--- src/rtl/sdram_arbit.sv ---
// sdram_arbit: command arbiter and refresh scheduler for the SDRAM controller.
// It sequences power-up init, times periodic auto-refresh, grants the single
// command bus to one generator at a time (refresh first, write/read in
// round-robin) and muxes the granted generator's command, bank, address and
// write data onto the SDRAM pins.
//
// Ports
//   sys_clk, sys_rst              clock, synchronous active-high reset
//   init_end                      initialization complete (level)
//   init_cmd/ba/addr              init command bus
//   aref_cmd/ba/addr, aref_end    refresh command bus, refresh done pulse
//   wr_req, wr_cmd/ba/addr        write request and command bus
//   wr_data, wr_sdram_en, wr_end  write data, data phase active, done pulse
//   rd_req, rd_cmd/ba/addr,rd_end read request, command bus, done pulse
//   aref_req                      refresh pending (lets generators cut bursts)
//   aref_en, wr_en, rd_en         registered grants, one-hot or all zero
//   sdram_*                       device pins (cke, command, ba, addr, dq)

module sdram_arbit #(
  parameter int unsigned AREF_PERIOD = 750,
  parameter logic [3:0]  CMD_NOP     = 4'b0111
) (
  input  logic        sys_clk,
  input  logic        sys_rst,
  input  logic        init_end,
  input  logic [3:0]  init_cmd,
  input  logic [1:0]  init_ba,
  input  logic [12:0] init_addr,
  input  logic [3:0]  aref_cmd,
  input  logic [1:0]  aref_ba,
  input  logic [12:0] aref_addr,
  input  logic        aref_end,
  input  logic        wr_req,
  input  logic [3:0]  wr_cmd,
  input  logic [1:0]  wr_ba,
  input  logic [12:0] wr_addr,
  input  logic [15:0] wr_data,
  input  logic        wr_sdram_en,
  input  logic        wr_end,
  input  logic        rd_req,
  input  logic [3:0]  rd_cmd,
  input  logic [1:0]  rd_ba,
  input  logic [12:0] rd_addr,
  input  logic        rd_end,
  output logic        aref_req,
  output logic        aref_en,
  output logic        wr_en,
  output logic        rd_en,
  output logic        sdram_cke,
  output logic        sdram_cs_n,
  output logic        sdram_ras_n,
  output logic        sdram_cas_n,
  output logic        sdram_we_n,
  output logic [1:0]  sdram_ba,
  output logic [12:0] sdram_addr,
  output logic [15:0] sdram_dq_out,
  output logic        sdram_dq_oe
);

  localparam int unsigned CNT_W = (AREF_PERIOD > 2) ? $clog2(AREF_PERIOD) : 1;
  localparam logic [CNT_W-1:0] CNT_MAX = CNT_W'(AREF_PERIOD - 1);

  typedef enum logic [2:0] {
    ST_INIT  = 3'd0,
    ST_ARBIT = 3'd1,
    ST_AREF  = 3'd2,
    ST_WRITE = 3'd3,
    ST_READ  = 3'd4
  } state_e;

  typedef struct packed {
    logic [3:0]  cmd;
    logic [1:0]  ba;
    logic [12:0] addr;
  } cmd_bus_t;

  state_e           state_q, state_d;
  logic [CNT_W-1:0] cnt_q, cnt_d;
  logic             cnt_tc;
  logic             aref_req_q, aref_req_d;
  logic             last_wr_q, last_wr_d;   // 1: last grant was write
  logic             aref_en_q, wr_en_q, rd_en_q;
  cmd_bus_t         bus_c;
  logic             dq_oe_c;

  // State register; grants are registered alongside the state.
  always_ff @(posedge sys_clk) begin
    if (sys_rst) begin
      state_q    <= ST_INIT;
      cnt_q      <= '0;
      aref_req_q <= 1'b0;
      last_wr_q  <= 1'b0;
      aref_en_q  <= 1'b0;
      wr_en_q    <= 1'b0;
      rd_en_q    <= 1'b0;
    end else begin
      state_q    <= state_d;
      cnt_q      <= cnt_d;
      aref_req_q <= aref_req_d;
      last_wr_q  <= last_wr_d;
      aref_en_q  <= (state_d == ST_AREF);
      wr_en_q    <= (state_d == ST_WRITE);
      rd_en_q    <= (state_d == ST_READ);
    end
  end

  // Next-state: refresh wins, write/read alternate on a tie, no preemption.
  always_comb begin
    state_d = state_q;
    case (state_q)
      ST_INIT: begin
        if (init_end) state_d = ST_ARBIT;
      end
      ST_ARBIT: begin
        if (aref_req_q)             state_d = ST_AREF;
        else if (wr_req && rd_req)  state_d = last_wr_q ? ST_READ : ST_WRITE;
        else if (wr_req)            state_d = ST_WRITE;
        else if (rd_req)            state_d = ST_READ;
      end
      ST_AREF: begin
        if (aref_end) state_d = ST_ARBIT;
      end
      ST_WRITE: begin
        if (wr_end) state_d = ST_ARBIT;
      end
      ST_READ: begin
        if (rd_end) state_d = ST_ARBIT;
      end
      default: state_d = ST_INIT;
    endcase
  end

  // Refresh timer, pending flag and round-robin memory.
  // A terminal count landing on the same edge that consumes the pending
  // request re-arms it, so that refresh interval is never lost.
  always_comb begin
    cnt_tc     = (state_q != ST_INIT) && (cnt_q == CNT_MAX);
    cnt_d      = cnt_q + CNT_W'(1);
    aref_req_d = aref_req_q;
    last_wr_d  = last_wr_q;

    if (state_q == ST_INIT || cnt_tc) cnt_d = '0;

    if (cnt_tc)
      aref_req_d = 1'b1;
    else if (state_q == ST_ARBIT && state_d == ST_AREF)
      aref_req_d = 1'b0;

    if (state_q == ST_ARBIT && state_d == ST_WRITE) last_wr_d = 1'b1;
    if (state_q == ST_ARBIT && state_d == ST_READ)  last_wr_d = 1'b0;
  end

  // Output mux: zero-latency select of the granted command bus.
  always_comb begin
    bus_c   = '{cmd: CMD_NOP, ba: 2'b11, addr: 13'h1fff};
    dq_oe_c = 1'b0;
    case (state_q)
      ST_INIT:  bus_c = '{cmd: init_cmd, ba: init_ba, addr: init_addr};
      ST_AREF:  bus_c = '{cmd: aref_cmd, ba: aref_ba, addr: aref_addr};
      ST_WRITE: begin
        bus_c   = '{cmd: wr_cmd, ba: wr_ba, addr: wr_addr};
        dq_oe_c = wr_sdram_en;
      end
      ST_READ:  bus_c = '{cmd: rd_cmd, ba: rd_ba, addr: rd_addr};
      default:  bus_c = '{cmd: CMD_NOP, ba: 2'b11, addr: 13'h1fff};
    endcase
  end

  assign aref_req     = aref_req_q;
  assign aref_en      = aref_en_q;
  assign wr_en        = wr_en_q;
  assign rd_en        = rd_en_q;
  assign sdram_cke    = 1'b1;
  assign sdram_cs_n   = bus_c.cmd[3];
  assign sdram_ras_n  = bus_c.cmd[2];
  assign sdram_cas_n  = bus_c.cmd[1];
  assign sdram_we_n   = bus_c.cmd[0];
  assign sdram_ba     = bus_c.ba;
  assign sdram_addr   = bus_c.addr;
  assign sdram_dq_out = wr_data;
  assign sdram_dq_oe  = dq_oe_c;

endmodule

--- config.mk ---
export PLATFORM = sky130hd
export DESIGN_NAME = sdram_arbit
export DESIGN_NICKNAME = d
export VERILOG_FILES = /design/src/rtl/sdram_arbit.sv
export SDC_FILE = /design/constraint.sdc
export NUM_CORES = 1
export LEC_CHECK = 0
export BUFFER_PORTS_ARGS = -buffer_cell sky130_fd_sc_hd__buf_2
export CAP_MARGIN = 20
export CELL_PAD_IN_SITES_DETAIL_PLACEMENT = 1
export CELL_PAD_IN_SITES_GLOBAL_PLACEMENT = 2
export CORE_MARGIN = 2
export CORE_UTILIZATION = 18
export CTS_CLUSTER_SIZE = 12
export DETAILED_ROUTE_END_ITERATION = 10
export HOLD_SLACK_MARGIN = 0.12
export PLACE_DENSITY_LB_ADDON = 0.08
export SETUP_SLACK_MARGIN = 0.2
export SYNTH_ARGS = -nofsm -noshare
export SYNTH_HDL_FRONTEND = slang
export SYNTH_SLANG_ARGS = --single-unit
--- constraint.sdc ---
create_clock -name sys_clk -period 1.99 [get_ports sys_clk]
set_input_delay 0.398 -clock sys_clk [delete_from_list [all_inputs] [get_ports sys_clk]]
set_output_delay 0.398 -clock sys_clk [all_outputs]
set_load 0.03 [all_outputs]
== Word level (Yosys, flattened, before mapping) ==
Cells that the tools add are included.
Widths: inputs -> output; s select.

* Input bits: 101
* Flip-flop bits (word level): 18

* $add $sub $neg: 1
* Eq/ne operators: 8
* Muxes and demuxes: 14
* Reduce and logical (&&, ||, !) cells: 11

{| class="wikitable"
|+ Operators with widths
! kind !! number
|-
| $pmux 19 s4 || 1
|-
| $mux 3 || 9
|-
| $pmux 3 s5 || 1
|-
| $eq 3x2->1 const B || 4
|-
| $add 10x1->10 const B || 1
|-
| $eq 10x10->1 const B || 1
|-
| $eq 3x3->1 const B || 2
|-
| $logic_and 1x1->1 || 5
|-
| $reduce_or 2->1 || 2
|-
| $eq 3x1->1 const B || 1
|-
| $logic_not 3->1 || 1
|-
| $mux 1 || 3
|-
| $reduce_bool 3->1 || 1
|-
| $reduce_bool 2->1 || 1
|-
| $logic_or 1x1->1 || 1
|}

== Logic depth before layout (Yosys ltp) ==
Gate-level depths: netlist of run 1.

* Depth in word-level cells: 9
* Mapped depth: 7

== Worst setup path after synthesis of run 1 ==
Ideal clock, no wire load.

* Path kind: flip-flop to output port
* From: reg state_q[1]
* To: out sdram_cs_n
* Arrival time: 1.643 ns
* Stages on the path, launching flop included: 6
* Data required time: 1.592 ns
* Buffers on the path: 3
* Slack: -0.051 ns
* Cells stage by stage: dfxtp_1 > buf_2 > buf_4 > buf_4 > a31oi_1 > o21ai_0

* Longest elaborated chain between the ends: 2
* Elaborated cells on any way between the ends: 5

{| class="wikitable"
|+ Ends and longest elaborated chain
! item !! RTL line !! source
|-
| from (decl) || 77 || <nowiki>state_e state_q, state_d;</nowiki>
|-
| from (signal assigned) || 97 || <nowiki>state_q <= state_d;</nowiki>
|-
| $eq 3x3->1, or another cell as far along || 157 || <nowiki>case (state_q)</nowiki>
|-
| $pmux 19 s4 * || 157 ||
|-
| to (decl) || 50 || <nowiki>output logic sdram_cs_n,</nowiki>
|}

Mark *: on every way between the ends. The rest lies on a longest branch, timed or not.

== Final worst setup path of run 1 ==
* From: reg state_q[0]
* To: out sdram_cas_n

* Longest elaborated chain between the ends: 2
* Elaborated cells on any way between the ends: 5

{| class="wikitable"
|+ Ends and longest elaborated chain
! item !! RTL line !! source
|-
| $eq 3x3->1, or another cell as far along || 157 ||
|-
| $pmux 19 s4 * || 157 ||
|-
| to (decl) || 52 || <nowiki>output logic sdram_cas_n,</nowiki>
|}

Marked as above.

==> results.toml, run 1 <==
[sta]
fin_crit_sh_pct = 97.7
timing.hold.ws_ns = 0.375
fmax_mhz = 514
fin_tns_setup_ns = 0
fin_crit_ns = 1.94
finalSetupViolCount = 0
hold_viol = 0
rsz0062_at_grt = "yes"
fin_ws_ns = 0.0455
finalMaxSlewViolations = 0
fin_skew_ns = 0.00329

[final_layout]
final_cell_mix = "buf_2 (89), buf_6 (22), mux2i_1 (19), nor2_1 (19), o22a_1 (18)"
area_delta_synth_final_pct = 65.6
layout-drive-gt1-share_pct = 55.4
layout_commonest_cell = "buf_2"
fill_cells = 1044
fin_nets = 407
diodes = 0
fin_util_pct = 30.3

[worst_setup_path]
r2r_start = "state_q[2]"
path_depth = 6
critPathKind = "flip-flop to output pin"
crit_fanout = 7
slowest_stage = "dfxtp_4"
required_ns = 1.59
cp-start-kind = "flip-flop"
critical_path.top_delay_family = "flip-flops"
r2r_cells = 5
critPathLaunch = "state_q[0]"
max_stage_delay_ns = 0.38
crit_arrival_ns = 1.55
crit_chain = "or2_4, buf_12, nor2_4, a21oi_1, o22a_1, buf_6"
cp.buffers_inverters = 2
endpoint_kind = "output pin"

[routing]
wirelength_mm = 6.16
dr.first_iter.drc_count = 9
post_drt_wl_per_cell_um = 15.0
num_vias = 1827
drc_errors = 0
routed_via_density = 4.45
ant_nets = 0
drt_pass1_iterations = 3

[logic_synthesis]
yosysUniqueCellTypes = 40
synth_fp_nets = 303
synth-seq-cells = 18
yosys_warnings = 0
yosysSeqAreaShare_pct = 22.8
synth.avg_cell_area_sq_um = 7.91
netlist_area_sq_um = 1580
syn_inst = 200

[grt]
first_global_vias = 1890
grt.met2_usage_pct = 20.0
grt-busiest-layer = "met2"
grt_pass1_wl_mm = 9.36
grt_overflow = 0
met1_usage_pct = 14.7
grt_use_met3_pct = 3.29
gr-usage-all-layers_pct = 11.8
grt_antenna_before_repair = 0
grt_max_degree = 21

[floorplanning]
die_area_sq_um = 9550
core_area_sq_um = 8640
start_util_pct = 18.3
rows = 34
die_h_um = 97.7
die_width_um = 97.7
io_pins = 142

[clocking]
clock-sinks = 18
root_buffer = "clkbuf_8"
clk_pin_slew_ns = 0.08
clock_path_buffers = 2
cts_tree = "yes"
ctsHoldBuffers = 0
numCtsBuffers = 3
htree_levels = 1
worstSkewPairLatency_ns = 0.26

[pwr]
ir_drop_uv = 263
fin_total_pwr_mw = 1.60
cellLeakagePower_nw = 1.12
powerDensity_nw_per_um2 = 609

[placement]
port_buffers = 108
dp_hpwl_mm = 4.50
place_ws_ns = 0.186
gp_congestion = 0.685

[min_path]
min_path_cells = 2
worstHoldStart = "sys_rst"
worstHoldPathType = "primary input to flip-flop"

[run_status]
status = "finished, final reports clean"

[run]
drv_cap = 0
-- routing by layer --
metal	share of wire [%]	routed length (um)
met5	0	0
met4	1.1	70
met3	8.3	509
met2	49	3030
met1	41	2550
-- where the power goes --
group / internal, mW / total (mW) / switching [mW]
Clock: 0.176 / 0.315 / 0.139
Sequential: 0.374 / 0.393 / 0.0199
Combinational: 0.441 / 0.887 / 0.446
-- area by class of cell --
type	count	area (sq um)	area share (%)
inverters	5	22.5	0.860
well taps	108	135	5.16
clock buffers	4	55.1	2.10
repair buffers	127	911	34.8
multi-input cells	149	1130	43.0
flip-flops and latches	18	369	14.1
-- path summary, 6_finish.rpt --
kind	end	slack, ns
worst max-delay path	sdram_cas_n	0.05
worst min-delay path	state_q[0]	0.37
worst max register to register	last_wr_q	0.31
worst min register to register	last_wr_q	0.46
-- synth_stat cells (all sizes together) --
cell	count	share of area, %
or3b	1	0.55
mux2i	20	13
ha	2	1.6
a21boi	1	0.47
clkbuf	2	0.47
a32oi	1	0.55
and2	2	0.79
nor2	34	8.2
nor4b	1	0.95
nand2	5	1.3
o21ai	6	1.9
xnor2	1	0.55
a22oi	1	0.47
nand4	5	2.0
a211oi	3	1.7
a2111oi	1	0.55
o311ai	1	0.55
nand3	3	0.95
nor3b	1	0.47
a311oi	1	0.95
nor4bb	1	0.63
nand2b	3	1.2
and3	2	0.79
o22a	18	10
nor2b	2	0.79
buf	29	14
xor2	7	3.9
conb	1	0.24
or2	1	0.40
dfxtp	18	23
a21oi	19	6.0
inv	5	1.2
a31oi	2	0.79
-- state kept, by name, indices dropped and copies added, names as in the netlist --
name / cells
rd_en: 1
aref_en: 1
last_wr_q: 1
wr_en: 1
aref_req: 1
state_q: 3
cnt_q: 10
-- stage by stage --
stage / area [sq um] / instances
final: 2620 / 411
after global routing: 2620 / 411
after CTS: 2270 / 399
after detailed placement: 2130 / 394
after global placement: 2130 / 394
after floorplan: 1590 / 200
-- logic make-up (layout without fill, tap and decap cells) --
group / after synthesis / after routing / synth area share, %
simple gates: 61 / 64 / 19.1
fa+ha+maj: 2 / 2 / 1.58
flops: 18 / 18 / 22.8
mux: 20 / 20 / 12.7
compound gates: 54 / 54 / 24.0
xor+xnor: 8 / 8 / 4.43
other cells: 1 / 1 / 0.237
buf+inv: 36 / 136 / 15.3
-- what timing repair did --
item | 4_1_cts | 5_1_grt
setup endpoints to repair | 20 | 20
cloned | 1 | 4
gates resized for setup | 25 | 69
pin swaps | 2 | 21
buffers inserted | 0 | 8
Power figures use the tool's default switching activity.
==> inputs of run 2 (changes only) <==
--- a/config.mk
+++ b/config.mk
@@ -9,6 +9,7 @@
 export CAP_MARGIN = 20
 export CELL_PAD_IN_SITES_DETAIL_PLACEMENT = 1
 export CELL_PAD_IN_SITES_GLOBAL_PLACEMENT = 2
+export CORE_ASPECT_RATIO = 1.1
 export CORE_MARGIN = 2
 export CORE_UTILIZATION = 18
 export CTS_CLUSTER_SIZE = 12
==> results.toml, run 2 (synthesis gave the netlist of run 1 again) <==
[final_layout]
layout_commonest_cell = "buf_2"
area_delta_synth_final_pct = 51.5
fin_nets = 400
layout.cells.non_filler = 407
largest_register_ffs = 10
reg.largest.list = "cnt_q (10), state_q (3)"
diodes = 0
regMostFlops = "cnt_q"
final_cell_area_sq_um = 2400
final_cell_mix = "buf_2 (92), nor2_1 (23), mux2i_1 (20)"
layout-drive-gt1-share_pct = 50.3

[floorplanning]
start_util_pct = 18.7
core_area_sq_um = 8450
die_width_um = 93.4
die_h_um = 102
die_area_sq_um = 9550
rows = 35
io_pins = 142

[grt]
grt_overflow = 0
grt_pass1_wl_mm = 9.30
grt_max_degree = 19
grt_antenna_before_repair = 0
first_global_vias = 1918
gr-usage-all-layers_pct = 12.3

[routing]
wirelength_mm = 6.07
routed_via_density = 4.43
drt_pass1_iterations = 3
num_vias = 1802
drc_errors = 0
dr.first_iter.drc_count = 8
post_drt_wl_per_cell_um = 14.9
ant_nets = 0

[worst_setup_path]
critPathKind = "flip-flop to output pin"
endpoint_kind = "output pin"
required_ns = 1.59
cp-start-kind = "flip-flop"
crit_arrival_ns = 1.52
crit_fanout = 7

[pwr]
powerDensity_nw_per_um2 = 610
cellLeakagePower_nw = 1.05
clockPowerShare_pct = 21.0
ir_drop_uv = 161
p_int_mw = 0.906
combPwrFrac_pct = 52.4
fin_total_pwr_mw = 1.46
sequentialPowerShare_pct = 26.6
p_sw_share_pct = 38.0
power_switching_mw = 0.554

[sta]
hold_viol = 0
fin_skew_ns = 0.00186
finalMaxSlewViolations = 0
rsz0062_at_grt = "yes"
fin_tns_setup_ns = 0
fin_crit_ns = 1.92
fin_crit_sh_pct = 96.5
finalSetupViolCount = 0
fmax_mhz = 521
timing.hold.ws_ns = 0.391

[clocking]
cts_tree = "yes"
htree_levels = 1
clk_pin_slew_ns = 0.07
clock_path_buffers = 2
worstSkewPairLatency_ns = 0.26
clock-sinks = 18
root_buffer = "clkbuf_8"
numCtsBuffers = 3

[placement]
gp_congestion = 0.708
dp_hpwl_mm = 4.74
place_area_sq_um = 2130
port_buffers = 108
dp_cells = 399

[run_status]
status = "finished, final reports clean"

[run]
drv_cap = 0

[min_path]
worstHoldPathType = "primary input to flip-flop"
[run 2: timing repair]
| action | 4_1_cts | 5_1_grt |
|---|---|---|
| setup buffers | 0 | 3 |
| cloned | 1 | 0 |
| setup endpoints to repair | 20 | 20 |
| resized for setup | 50 | 11 |
| pin swaps | 14 | 3 |
| hold buffers | 0 | 0 |
[run 2: per-layer routing]
metal	vias to the layer above	part of all wire, %	wire [um]	track usage, %
met1	827	40	2410	14.5
met5	-	0	0	0
li1	886	-	-	-
met2	75	50	3050	21.9
met3	14	8.4	508	3.02
met4	0	1.6	95	4.19
[run 2: worst max-delay path: stages (launching register included)]
cell and delay, ns:
dfxtp_4 0.37, or2_4 0.28, buf_8 0.16, nor2_2 0.07, a21oi_1 0.05, o22a_1 0.18, buf_6 0.14
[run 2: area by class of cell]
type,instances,area (sq um)
fill,1049,6060
multi-input combinational,146,1040
timing repair buffer,123,773
sequential,18,368
tap,111,139
clock buffer,4,55.1
inverter,5,22.5
[run 2: stage by stage]
stage | util, % | setup slack (ns)
3_5_place_dp | 25.2 | 0.169
2_1_floorplan | - | 0.174
6_report | 28.3 | 0.0697
5_1_grt | 28.3 | -0.00544
3_3_place_gp | 25.2 | 0.196
4_1_cts | 27.7 | 0.0419
[run 2: power groups by stage]
stage	clock network, mW	registers (mW)	logic, mW
after floorplan	0	0.395	0.487
after global placement	0	0.395	0.646
after detailed placement	0	0.396	0.640
after CTS	0.326	0.390	0.747
after global routing	0.341	0.392	0.829
final	0.307	0.389	0.765
[run 2: path summary, 6_finish.rpt]
check	to	slack (ns)	startpoint	cells after the start
hold reg to reg	last_wr_q	0.48	last_wr_q	2
hold / removal	state_q[0]	0.39	sys_rst	2
setup reg to reg	aref_en	0.31	state_q[0]	6
setup / recovery	sdram_ras_n	0.07	state_q[1]	6
==> inputs of run 3 (changes only) <==
--- a/config.mk
+++ b/config.mk
@@ -10,10 +10,10 @@
 export CELL_PAD_IN_SITES_DETAIL_PLACEMENT = 1
 export CELL_PAD_IN_SITES_GLOBAL_PLACEMENT = 2
 export CORE_ASPECT_RATIO = 1.1
-export CORE_MARGIN = 2
 export CORE_UTILIZATION = 18
 export CTS_CLUSTER_SIZE = 12
 export DETAILED_ROUTE_END_ITERATION = 10
+export GPL_TIMING_DRIVEN = 0
 export HOLD_SLACK_MARGIN = 0.12
 export PLACE_DENSITY_LB_ADDON = 0.08
 export SETUP_SLACK_MARGIN = 0.2
==> constraint.sdc (replaced) <==
create_clock -name sys_clk -period 1.8 [get_ports sys_clk]
set_input_delay 0.36 -clock sys_clk [delete_from_list [all_inputs] [get_ports sys_clk]]
set_output_delay 0.36 -clock sys_clk [all_outputs]
set_load 0.03 [all_outputs]
==> results.toml, run 3 (synthesis gave the netlist of run 1 again) <==
[routing]
num_vias = 1994
drc_errors = 0
dr.first_iter.drc_count = 22
ant_nets = 0
wirelength_mm = 6.50
drt_pass1_iterations = 4
post_drt_wl_per_cell_um = 14.3
routed_via_density = 4.37

[worst_setup_path]
cp.buffers_inverters = 4
critical_path.top_delay_family = "buffers and inverters"
r2r_setup_slack_ns = 0.28
max_stage_delay_ns = 0.32
crit_top_cell = "buf_6"
crit_fanout = 8
critPathKind = "flip-flop to output pin"
r2r_cells = 5
cp-start-kind = "flip-flop"
crit_chain = "buf_6, or2_1, buf_6, buf_12, nor2_4, a21oi_2, o22a_4, buf_6"
regToRegEndpoint = "state_q[0]"
slowest_stage = "dfxtp_2"
endpoint_kind = "output pin"
required_ns = 1.44
r2r_start = "state_q[2]"
crit_arrival_ns = 1.66

[grt]
first_global_vias = 2073
grt_max_degree = 11
grt_overflow = 0
grt_antenna_before_repair = 0
gr-usage-all-layers_pct = 13.6
grt_pass1_wl_mm = 10.1

[final_layout]
area_delta_synth_final_pct = 95.2
final_cell_area_sq_um = 3090
layout_commonest_cell = "buf_2"
regMostFlops = "cnt_q"
fin_util_pct = 36.5
largest_register_ffs = 10
fill_cells = 1003
layout-drive-gt1-share_pct = 67.0
final_cell_mix = "buf_2 (104), buf_4 (29), buf_6 (28)"
diodes = 0
reg.largest.list = "cnt_q (10), state_q (3)"
fin_nets = 449
layout.cells.non_filler = 456

[clocking]
clock_path_buffers = 2
numCtsBuffers = 3
clk_pin_slew_ns = 0.07
cts_tree = "yes"
clock-sinks = 18
worstSkewPairLatency_ns = 0.25
root_buffer = "clkbuf_8"
htree_levels = 1

[floorplanning]
die_h_um = 100
die_width_um = 91.4
io_pins = 142
start_util_pct = 18.7
core_area_sq_um = 8450
die_area_sq_um = 9170
rows = 35

[sta]
finalSetupViolCount = 19
fmax_mhz = 495
fin_crit_ns = 2.02
fin_crit_sh_pct = 112
timing.hold.ws_ns = 0.351
hold_viol = 0
fin_skew_ns = 0.00196
fin_ws_ns = -0.222
rsz0062_at_grt = "yes"
finalMaxSlewViolations = 0
fin_tns_setup_ns = -2.97

[run_status]
status = "finished with violations"
failed_checks = "setup timing"

[placement]
dp_hpwl_mm = 5.09
place_area_sq_um = 2460
gp_congestion = 0.722
place_ws_ns = -0.156
port_buffers = 124
dp_cells = 435

[min_path]
worstHoldPathType = "primary input to flip-flop"
worstHoldStart = "sys_rst"
min_path_cells = 2
holdPathEnd = "state_q[0]"

[pwr]
cellLeakagePower_nw = 1.37
ir_drop_uv = 222
powerDensity_nw_per_um2 = 626
fin_total_pwr_mw = 1.93

[run]
drv_cap = 0
-- run 3: layout make-up --
type                    count  area, sq um  share of cell area, %
well taps                 111          139                   4.50
flip-flops and latches     18          369                   12.0
plain buffers              31          327                   10.6
inverters                   5         18.8                  0.608
repair buffers            141          908                   29.4
clock buffers               4         55.1                   1.78
multi-input cells         146         1270                   41.1
-- run 3: per-layer routing --
layer  up-vias  global-route usage [%]  wire, um
met3         2                    3.79       546
met1       921                    16.1      2720
met2        87                    24.6      3200
met5         -                       0         0
met4         0                    2.56        30
li1        984                       -         -
-- run 3: how the worst max path moves through the flow --
| stage | startpoint | endpoint | cells after the start |
|---|---|---|---|
| finish | state_q[0] | sdram_addr[7] | 8 |
| global route | state_q[0] | sdram_addr[9] | 8 |
| CTS | state_q[0] | sdram_addr[8] | 8 |
| detailed placement | state_q[2] | sdram_addr[2] | 4 |
| global placement | state_q[2] | sdram_addr[3] | 4 |
| floorplan | state_q[1] | sdram_cs_n | 5 |
-- run 3: power by group --
part           internal, mW  total (mW)  switching [mW]
logic                 0.595        1.18           0.584
registers             0.412       0.424          0.0118
clock network         0.194       0.330           0.136
total                  1.20        1.93           0.732
-- run 3: repair_timing --
| action | in CTS | in global routing |
|---|---|---|
| hold buffers | 0 | 0 |
| resized for setup | 93 | 27 |
| pin swaps | 18 | 12 |
| buffers inserted | 15 | 2 |
| endpoints found under the setup margin | 20 | 23 |
